`src/rtl/mem_pkg.sv`:
```
// Shared encodings for the MEM stage: access sizes, FSM states and the alignment rule.
package mem_pkg;

  localparam logic [1:0] SZ_BYTE = 2'b00;
  localparam logic [1:0] SZ_HALF = 2'b01;
  localparam logic [1:0] SZ_WORD = 2'b10;

  typedef enum logic [1:0] {
    IDLE     = 2'd0,
    BUSY     = 2'd1,
    DONE     = 2'd2,
    DONE_ERR = 2'd3
  } state_e;

  // Size 2'b11 falls through to the word rule.
  function automatic logic is_misaligned(input logic [1:0] size, input logic [1:0] off);
    if (size == SZ_BYTE) return 1'b0;
    if (size == SZ_HALF) return off[0];
    return off != 2'b00;
  endfunction

endpackage

```
`src/rtl/mem_lane_align.sv`:
```
// Little-endian lane steering: byte enables, replicated store data and extended load data.
module mem_lane_align
  import mem_pkg::*;
(
  input  logic [1:0]  size,
  input  logic        sign_ext,
  input  logic [1:0]  off,
  input  logic [31:0] store_data,
  input  logic [31:0] load_word,
  output logic [3:0]  be,
  output logic [31:0] store_lanes,
  output logic [31:0] load_data
);

  logic [7:0]  byte_lane [4];
  logic [15:0] half_lane [2];
  logic [7:0]  byte_sel;
  logic [15:0] half_sel;

  generate
    for (genvar gi = 0; gi < 4; gi++) begin : g_byte
      assign byte_lane[gi] = load_word[gi*8 +: 8];
    end
    for (genvar gi = 0; gi < 2; gi++) begin : g_half
      assign half_lane[gi] = load_word[gi*16 +: 16];
    end
  endgenerate

  assign byte_sel = byte_lane[off];
  assign half_sel = half_lane[off[1]];

  always_comb begin
    be          = 4'b1111;
    store_lanes = store_data;
    load_data   = load_word;
    case (size)
      SZ_BYTE: begin
        be          = 4'b0001 << off;
        store_lanes = {4{store_data[7:0]}};
        load_data   = {{24{sign_ext & byte_sel[7]}}, byte_sel};
      end
      SZ_HALF: begin
        be          = 4'b0011 << off;
        store_lanes = {2{store_data[15:0]}};
        load_data   = {{16{sign_ext & half_sel[15]}}, half_sel};
      end
      default: ;
    endcase
  end

endmodule

```
`src/rtl/mem_access_stage.sv`:
```
// MIPS MEM stage: runs one load/store at a time over a req/ack data port,
// stalling upstream until the access completes and presenting a bubble meanwhile.
module mem_access_stage
  import mem_pkg::*;
#(
  parameter int TIMEOUT_CYC = 255,
  parameter int CNT_W       = 8
) (
  input  logic        CLK,
  input  logic        RESET,
  input  logic        RegWriteM,
  input  logic        MemtoRegM,
  input  logic        MemReadM,
  input  logic        MemWriteM,
  input  logic [1:0]  MemSizeM,
  input  logic        MemSignedM,
  input  logic [31:0] ALUOutM,
  input  logic [31:0] WriteDataM,
  input  logic [4:0]  WriteRegM,
  output logic        RegWriteOut,
  output logic        MemtoRegOut,
  output logic [31:0] ALUOutOut,
  output logic [31:0] DATA,
  output logic [4:0]  WriteRegOut,
  output logic        StallM,
  output logic        AlignErr,
  output logic        BusErr,
  output logic        mem_req,
  output logic        mem_we,
  output logic [31:0] mem_addr,
  output logic [3:0]  mem_be,
  output logic [31:0] mem_wdata,
  input  logic [31:0] mem_rdata,
  input  logic        mem_ack
);

  localparam logic [CNT_W-1:0] TIMEOUT_VAL = CNT_W'(TIMEOUT_CYC);

  state_e state_reg, state_next;

  logic [31:0]      addr_reg, wdata_reg, load_reg;
  logic [3:0]       be_reg;
  logic [1:0]       size_reg;
  logic             we_reg, signed_reg, regwrite_reg, memtoreg_reg;
  logic [4:0]       writereg_reg;
  logic [CNT_W-1:0] cnt_reg;

  logic        access, misaligned, start;
  logic        stall, align_err, bus_err, req;
  logic        rw_out, m2r_out;
  logic [31:0] alu_out, data_out;
  logic [4:0]  wr_out;

  logic        in_idle;
  logic [1:0]  size_sel, off_sel;
  logic        signed_sel;
  logic [3:0]  lane_be;
  logic [31:0] lane_wdata, lane_load;

  assign access     = MemReadM | MemWriteM;
  assign misaligned = is_misaligned(MemSizeM, ALUOutM[1:0]);

  // One aligner serves the store path from the live inputs in IDLE and
  // the load path from the latched controls once the access is in flight.
  assign in_idle    = (state_reg == IDLE);
  assign size_sel   = in_idle ? MemSizeM      : size_reg;
  assign off_sel    = in_idle ? ALUOutM[1:0]  : addr_reg[1:0];
  assign signed_sel = in_idle ? MemSignedM    : signed_reg;

  mem_lane_align u_align (
    .size        (size_sel),
    .sign_ext    (signed_sel),
    .off         (off_sel),
    .store_data  (WriteDataM),
    .load_word   (mem_rdata),
    .be          (lane_be),
    .store_lanes (lane_wdata),
    .load_data   (lane_load)
  );

  always_ff @(posedge CLK or posedge RESET) begin
    if (RESET) state_reg <= IDLE;
    else       state_reg <= state_next;
  end

  always_comb begin
    state_next = state_reg;
    start      = 1'b0;
    stall      = 1'b0;
    align_err  = 1'b0;
    bus_err    = 1'b0;
    req        = 1'b0;
    rw_out     = 1'b0;
    m2r_out    = 1'b0;
    alu_out    = '0;
    data_out   = '0;
    wr_out     = '0;
    case (state_reg)
      IDLE: begin
        if (!access) begin
          rw_out  = RegWriteM;
          m2r_out = MemtoRegM;
          alu_out = ALUOutM;
          wr_out  = WriteRegM;
        end else if (misaligned) begin
          align_err = 1'b1;
        end else begin
          stall      = 1'b1;
          start      = 1'b1;
          state_next = BUSY;
        end
      end
      BUSY: begin
        req   = 1'b1;
        stall = 1'b1;
        if (mem_ack) begin
          state_next = DONE;
        end else if ((TIMEOUT_CYC != 0) && (cnt_reg == TIMEOUT_VAL)) begin
          bus_err    = 1'b1;
          state_next = DONE_ERR;
        end
      end
      DONE, DONE_ERR: begin
        rw_out     = (state_reg == DONE) ? regwrite_reg : 1'b0;
        m2r_out    = memtoreg_reg;
        alu_out    = addr_reg;
        wr_out     = writereg_reg;
        data_out   = load_reg;
        state_next = IDLE;
      end
      default: state_next = IDLE;
    endcase
  end

  always_ff @(posedge CLK or posedge RESET) begin
    if (RESET) begin
      addr_reg     <= '0;
      wdata_reg    <= '0;
      load_reg     <= '0;
      be_reg       <= '0;
      size_reg     <= '0;
      we_reg       <= 1'b0;
      signed_reg   <= 1'b0;
      regwrite_reg <= 1'b0;
      memtoreg_reg <= 1'b0;
      writereg_reg <= '0;
      cnt_reg      <= '0;
    end else if (start) begin
      addr_reg     <= ALUOutM;
      wdata_reg    <= lane_wdata;
      be_reg       <= lane_be;
      size_reg     <= MemSizeM;
      we_reg       <= MemWriteM;
      signed_reg   <= MemSignedM;
      regwrite_reg <= RegWriteM;
      memtoreg_reg <= MemtoRegM;
      writereg_reg <= WriteRegM;
      load_reg     <= '0;
      cnt_reg      <= '0;
    end else if (state_reg == BUSY) begin
      if (mem_ack) load_reg <= we_reg ? 32'd0 : lane_load;
      else         cnt_reg  <= cnt_reg + 1'b1;
    end
  end

  // Reset forces every output low combinationally so mem_req drops at once.
  assign RegWriteOut = rw_out & ~RESET;
  assign MemtoRegOut = m2r_out & ~RESET;
  assign ALUOutOut   = RESET ? 32'd0 : alu_out;
  assign DATA        = RESET ? 32'd0 : data_out;
  assign WriteRegOut = RESET ? 5'd0 : wr_out;
  assign StallM      = stall & ~RESET;
  assign AlignErr    = align_err & ~RESET;
  assign BusErr      = bus_err & ~RESET;
  assign mem_req     = req & ~RESET;
  assign mem_we      = mem_req & we_reg;
  assign mem_addr    = mem_req ? {addr_reg[31:2], 2'b00} : 32'd0;
  assign mem_be      = mem_req ? be_reg : 4'd0;
  assign mem_wdata   = mem_req ? wdata_reg : 32'd0;

endmodule
```
`config.mk`:
```
export PLATFORM = sky130hd
export DESIGN_NAME = mem_access_stage
export DESIGN_NICKNAME = d
export VERILOG_FILES = /design/src/rtl/mem_pkg.sv /design/src/rtl/mem_lane_align.sv /design/src/rtl/mem_access_stage.sv
export SDC_FILE = /design/constraint.sdc
export NUM_CORES = 1
export LEC_CHECK = 0
export ABC_AREA = 0
export CAP_MARGIN = 40
export CELL_PAD_IN_SITES_DETAIL_PLACEMENT = 1
export CELL_PAD_IN_SITES_GLOBAL_PLACEMENT = 2
export CORE_MARGIN = 1.5
export CORE_UTILIZATION = 23
export DETAILED_ROUTE_END_ITERATION = 8
export PLACE_DENSITY_LB_ADDON = 0.1
export SLEW_MARGIN = 20
export SYNTH_ARGS = -nofsm -noshare
export SYNTH_HDL_FRONTEND = slang
export SYNTH_SLANG_ARGS = --single-unit
```
`constraint.sdc`:
```
create_clock -name CLK -period 4.67 [get_ports CLK]
set_input_delay 0.934 -clock CLK [delete_from_list [all_inputs] [get_ports CLK]]
set_output_delay 0.934 -clock CLK [all_outputs]
set_load 0.005 [all_outputs]
```
Word level (Yosys, flattened, before mapping)
Cells that the tools add are included. Widths: inputs -> output; s select.

Bits in registers: 121. Input bits: 111. Output and inout bits: 144. Logic and storage cells: 108.

$add $sub $neg: 1. $lt $le $gt $ge: 2. Equal/unequal tests: 10. Shift-type cells: 2. Multiplexer cells: 58. Bitwise operators: 13. Reduce and logical (&&, ||, !) cells: 10.

Operator list (number): $mux 32 (10); $pmux 32 s2 (3); $mux 16 (3); $mux 8 (5); $mux 1 (21); $bmux 8 s2 (1); $mux 2 (6); $mux 5 (2); $pmux 5 s2 (1); $and 1x1->1 (9); $add 8x1->8 const B (1); $eq 8x8->1 const B (1); $pmux 4 s2 (1); $eq 2x1->1 const B (3); $logic_not 2->1 (3); $pmux 1 s2 (3); $pmux 2 s3 (1); $reduce_bool 2->1 (3); $eq 2x2->1 const B (2); $mux 4 (1); $ne 2x2->1 const B (2); $reduce_and 2->1 (2); $shl 1x2->4 const A (1); $shl 2x2->4 const A (1); 10 further kinds (10).

Logic depth before layout (Yosys ltp)
Gate-level depths: netlist of the first run.

Word-level depth: 12. Depth in mapped cells: 8. Mapped depth without buffers: 5.

Modules after synthesis
From an unflattened synthesis of the first run, not the netlist that was laid out.

Cells, all modules: 776. Area total of the unflattened synthesis: 7667.4 um2.

By module, submodules not included: mem_access_stage (instances 1, cells each 564, area an instance 6188.4 um2, seq. area each 3027.9 um2); mem_lane_align (instances 1, cells each 212, area an instance 1478.9 um2, seq. area each 0.0 um2).

Worst setup path before layout of the first run
Ideal clock, no wire load.

Kind: input to output. Start point: input MemWriteM. End point: output ALUOutOut[15]. Arrival: 2204 ps. Data required time: 3736 ps. Slack: 1532 ps. Cell stages on the path: 6. Buffers on the path: 3. Path through: or2_2 clkbuf_1 nor3_1 clkbuf_1 buf_2 a22o_1.

Cells in the longest elaborated chain, start to end: 4.

RTL lines: start: declaration (line mem_access_stage.sv:14) `input logic MemWriteM,`; $or 1x1->1 (line mem_access_stage.sv:60) `assign access = MemReadM | MemWriteM;`; $mux 32 (line mem_access_stage.sv:100) `if (!access) begin`; $pmux 32 s2 (line mem_access_stage.sv:98) `case (state_reg)`; $mux 32 (line mem_access_stage.sv:169) `assign ALUOutOut = RESET ? 32'd0 : alu_out;`; end: declaration (line mem_access_stage.sv:22) `output logic [31:0] ALUOutOut,`.

No other way between the ends.

Worst setup path after layout of the first run
Start point: input MemWriteM. End point: output WriteRegOut[4].

Cells in the longest elaborated chain, start to end: 4.

RTL lines: $or 1x1->1 (line mem_access_stage.sv:60); $mux 5 (line mem_access_stage.sv:100); $pmux 5 s2 (line mem_access_stage.sv:98); $mux 5 (line mem_access_stage.sv:171) `assign WriteRegOut = RESET ? 5'd0 : wr_out;`; end: declaration (line mem_access_stage.sv:24) `output logic [4:0] WriteRegOut,`.

No other way between the ends.

==> qor.txt, run 1 <==
status: finished clean
commonest non-fill, non-tap cell in the layout: clkdlybuf4s50_1
ys flop type: dfrtp_1
layout cells sized above 1: 8.44%
MaxCap Viol Count: 0
CP Capture Type: primary output
global-route wire length before repair: 38600 microns
Seq. cell area: 0.00303 sq mm
1st-pass router iterations: 4
total congestion overflow: 0
ant diodes: 0
final instance area: 0.0101 sq mm
synthesized area per cell: 8.88 sq um
asr flop ratio synth: 100%
Rows: 61
Area Overhead vs Synth: 54.6%
gpl congestion: 0.741
Port Buffer Count: 252
Hold-fix buffers, CTS: 0
warnings from Yosys: 0
RSZ-0062 raised after global routing: no
Required @ worst endpoint: 3.74 ns
CTS buffer count: 17
H-tree level count: 4
crit path DAT: 3.08 ns
min cycle time layout: 4.01 ns
critical path type: in -> out
worst-case clock buffer depth: 2
Final ANT Viol Nets: 0
largest net degree at the start of global routing: 81
Peak Freq: 249 MHz
total power: 4.45 mW
setup slack at placement: 0.632 ns
Tcrit/Tclk final: 85.9%
DR WL/cell: 18.4 microns
Hold Slack: 0.469 ns
Post-Syn Instances: 738
Netlist cell types: 57
core area: 0.0279 sq mm
vias per cell: 4.61
nets: 1082
Die Ht: 172 microns
Setup violations, final: 0
LEAKAGE: 4.33 nW
DIE WIDTH: 172 microns
worst-path fanout max: 34
# Post-CTS Setup Buffers: 0
CTS Root Cell: clkbuf_16
commonest cells after routing, fill and taps aside: clkdlybuf4s50_1, nand2_1, dfrtp_1
fill cell count: 3216
setup TNS after final layout: 0 ns
final setup margin: 0.657 ns
CTS tree: built
area of the multi-input gates: 0.00331 sq mm
Ports: 255
Power Dens Cells: 439 mW/mm^2
Synth Register Bits: 121
crit path launch type: input pin
Iteration-0 DRC Markers: 295
Fin. Hold Viols: 0
EDFF count, synth: 0
dpl hpwl: 17400 microns
DP Area: 0.00952 sq mm
Worst slew margin: 52.6%
final WL: 25000 microns
clock sink count: 121
GRT Util Overall: 17.3%
worst slew pin tran: 0.711 ns
Clk Latency, worst-skew pair: 0.41 ns
vias in the first global route: 6630
post-synthesis sequential area ratio: 46.2%
Worst-path clk slew: 0.06 ns
Hold Path Class: reg -> reg
Starting Density: 23.4%
Resize count post-CTS: 0
die area: 0.0295 sq mm
Syn Std Cell Area: 0.00655 sq mm
DRC: 0
VDD IR max: 0.000234 V
initial antenna violation count: 1
skew final: 0.0125 ns
Final Max Tran Viols: 0
vias after detailed routing: 6278
## cell usage after synthesis (7+ instances only)
cell type    n  area, sq um
nand2_1    210          788
dfrtp_1    121         3030
and2_1     100          626
o21ai_0     51          255
clkbuf_1    44          165
a22o_1      38          333
mux2i_1     16          160
nor2_1      14         52.6
nand4_1     11         68.8
a221o_2     10          113
mux2_2       9          101
a222oi_1     8         80.1
buf_2        7         35.0
o221ai_1     7         61.3
o22ai_1      7         43.8
## per-layer routing
layer | up-vias | global-route usage [%] | part of all wire [%]
li1 | 3037 | - | -
met1 | 3050 | 23.0 | 47
met2 | 176 | 27.5 | 45
met3 | 15 | 5.09 | 6.3
met4 | 0 | 4.16 | 1.1
met5 | - | 0 | 0
## where the power goes
| group | switching (mW) | total, mW | internal, mW |
|---|---|---|---|
| sequential | 0.259 | 1.69 | 1.43 |
| clock | 0.530 | 1.39 | 0.859 |
| combinational | 0.712 | 1.37 | 0.658 |
## cell families after synthesis
group / Yosys count / share of synthesized area [%]
AO/OA/AOI/OAI: 157 / 18.1
XOR/XNOR: 4 / 0.535
adder cells (fa/ha/maj): 1 / 0.191
buffers and inverters: 59 / 3.97
flip-flops: 121 / 46.2
multiplexers: 25 / 3.99
other: 1 / 0.0573
AND/OR/NAND/NOR: 370 / 26.9
## path summary, 6_finish.rpt
kind                                    from              to  slack (ns)  cells after the start
worst max-delay path               MemWriteM  WriteRegOut[4]        0.66                      6
worst min-delay path            wdata_reg[4]    wdata_reg[4]        0.47                      2
worst max register to register  state_reg[1]    load_reg[31]        1.94                      5
worst min register to register  wdata_reg[4]    wdata_reg[4]        0.47                      2
max in group asynchronous              RESET   wdata_reg[22]        2.64                      3
min in group asynchronous              RESET    addr_reg[15]        1.24                      2
## area by class of cell
| class | instances | area share [%] |
|---|---|---|
| Sequential cell | 121 | 29.9 |
| Clock inverter | 13 | 1.68 |
| Multi-Input combinational cell | 559 | 32.6 |
| Inverter | 3 | 0.161 |
| Clock buffer | 19 | 4.37 |
| Timing Repair Buffer | 268 | 26.6 |
| Tap cell | 378 | 4.67 |
## critical path: stages
cell             delay (ns)
clkdlybuf4s50_1        0.44
or2_2                  0.37
nor3_2                 0.20
buf_4                  0.40
a22o_1                 0.19
clkdlybuf4s50_1        0.53
## stage by stage
step	instances	utilization (%)
after detailed placement	1329	34.1
after CTS	1361	36.3
after global routing	1361	36.3
after global placement	1329	34.1
after floorplan	739	-
final	1361	36.3
Note: power is estimated with default switching activity, not from simulation.
==> run 2, diff against run 1 <==
PLACE_DENSITY = 0.74   (was unset)
PLACE_DENSITY_LB_ADDON = unset   (was 0.1)
==> run 2 against run 1 <==
Compared with the run above:
- clock skew decreased by 0.0020 ns
- sequential cell count stayed put
- utilization down 0.058 points
- count of clock-buffer cells in the layout increased by 2
- critical path type unchanged
==> qor.txt, run 2 (synthesis results as in run 1) <==
H-tree level count: 4
critical path type: in -> out
total congestion overflow: 0
Crit path max-delay family: buffers and inverters
gpl congestion: 0.742
Final ANT Viol Nets: 0
commonest non-fill, non-tap cell in the layout: clkdlybuf4s50_1
Worst-path clk slew: 0.06 ns
DIE WIDTH: 172 microns
Reg power frac: 38.5%
Clock Power Share: 30.8%
worst-path fanout max: 35
min cycle time layout: 4.11 ns
crit path DAT: 3.18 ns
critical path, cell by cell: clkdlybuf4s50_1 -> or2_2 -> nor3_2 -> buf_4 -> a22o_1 -> clkdlybuf4s50_1
Required @ worst endpoint: 3.74 ns
die area: 0.0295 sq mm
vias after detailed routing: 6244
path depth of the worst reg2reg path: 5
total power: 4.44 mW
nets: 1083
fill cell count: 3267
core area: 0.0279 sq mm
R2R Path Start: state_reg[1]
worst slew pin tran: 0.787 ns
Tcrit/Tclk final: 88.1%
Resize count post-CTS: 0
Hold Path Stages: 2
MaxCap Viol Count: 0
Final Max Tran Viols: 0
Hold Path Sink: be_reg[3]
Setup violations, final: 0
# Post-CTS Setup Buffers: 0
GRT Util Overall: 17.0%
Hold-fix buffers, CTS: 0
Peak Freq: 243 MHz
max incr delay on CP: 0.51 ns
commonest cells after routing, fill and taps aside: clkdlybuf4s50_1, nand2_1, dfrtp_1
Bufs and invs on worst path: 3
clock sink count: 121
largest net degree at the start of global routing: 82
Int Pwr: 2.95 mW
Starting Density: 23.4%
DRC: 0
Area Overhead vs Synth: 54.4%
Worst slew margin: 47.5%
final WL: 24800 microns
hold_sp: be_reg[3]
1st-pass router iterations: 6
worst-case clock buffer depth: 2
Die Ht: 172 microns
Comb pwr share: 30.7%
area of the multi-input gates: 0.00331 sq mm
r2r endpoint: load_reg[2]
Ports: 255
CTS tree: built
Sw Ratio: 33.4%
LEAKAGE: 4.33 nW
layout cells sized above 1: 8.34%
setup TNS after final layout: 0 ns
Crit path top cell by count: clkdlybuf4s50_1
crit path launch type: input pin
vias per cell: 4.58
Clk Latency, worst-skew pair: 0.41 ns
Crit-path slowest cell: clkdlybuf4s50_1
RSZ-0062 raised after global routing: no
dpl hpwl: 18000 microns
Power Dens Cells: 439 mW/mm^2
Seq. cell area: 0.00303 sq mm
Sw Pwr: 1.48 mW
Port Buffer Count: 252
vias in the first global route: 6463
skew final: 0.0105 ns
VDD IR max: 0.000193 V
R2R Setup Slk: 1.96 ns
initial antenna violation count: 1
CTS Root Cell: clkbuf_16
status: finished clean
DR WL/cell: 18.2 microns
CTS buffer count: 17
Fin. Hold Viols: 0
CP Capture Type: primary output
Rows: 61
Hold Path Class: reg -> reg
Iteration-0 DRC Markers: 295
global-route wire length before repair: 38200 microns
-- run 2: cell count changes in the layout (fill, tap and decap cells not counted) --
cell      before  now
clkbuf_8       1    2
clkinv_4       5    2
clkbuf_1       1    2
buf_12         4    1
buf_4         12   15
buf_16         0    1
diode_2        0    1
-- run 2: power by group through the flow --
stage	registers, mW	clock network, mW	logic [mW]
after floorplan	1.60	0	0.831
after global placement	1.73	0	1.35
after detailed placement	1.73	0	1.38
after CTS	1.72	1.41	1.39
after global routing	1.77	1.45	1.54
final	1.71	1.37	1.36
-- run 2: area by class of cell --
type	count	share of cell area, %
antenna	1	0.0247
clock buffer	21	4.55
clock inverter	10	1.42
inverter	3	0.161
multi-input combinational	559	32.7
sequential	121	29.9
tap	378	4.68
timing repair buffer	269	26.5
-- run 2: through the flow --
stage | util (%) | instances | setup WS (ns) | hold WS [ns] | cell area [sq um]
5_1_grt | 36.2 | 1362 | 0.420 | 0.492 | 10100
2_1_floorplan | - | 739 | 0.522 | 0.435 | 6550
3_3_place_gp | 33.9 | 1329 | 0.621 | 0.451 | 9480
4_1_cts | 36.1 | 1360 | 0.525 | 0.475 | 10100
6_report | 36.2 | 1362 | 0.556 | 0.470 | 10100
3_5_place_dp | 33.9 | 1329 | 0.537 | 0.462 | 9480
-- run 2: worst register-to-register path: stages, from the launching register on --
cell and delay, ns:
dfrtp_1 0.61, nor2_2 0.42, mux2_2 0.63, a21oi_1 0.58
o22ai_1 0.19, o21ai_0 0.19
-- run 2: worst max-delay path by stage --
stage               startpoint  cells past startpoint              to
finish               MemWriteM                      6  WriteRegOut[1]
global route         MemWriteM                      6   ALUOutOut[21]
CTS                  MemWriteM                      6   ALUOutOut[12]
detailed placement   MemWriteM                      6  WriteRegOut[1]
global placement     MemWriteM                      6     MemtoRegOut
floorplan                RESET                      1     addr_reg[0]
-- run 2: metal layers --
layer,up-vias,wire [microns],track usage [%]
li1,3032,-,-
met1,3022,11500,23.1
met2,176,11400,26.8
met3,14,1640,4.44
met4,0,206,4.31
met5,-,0,0
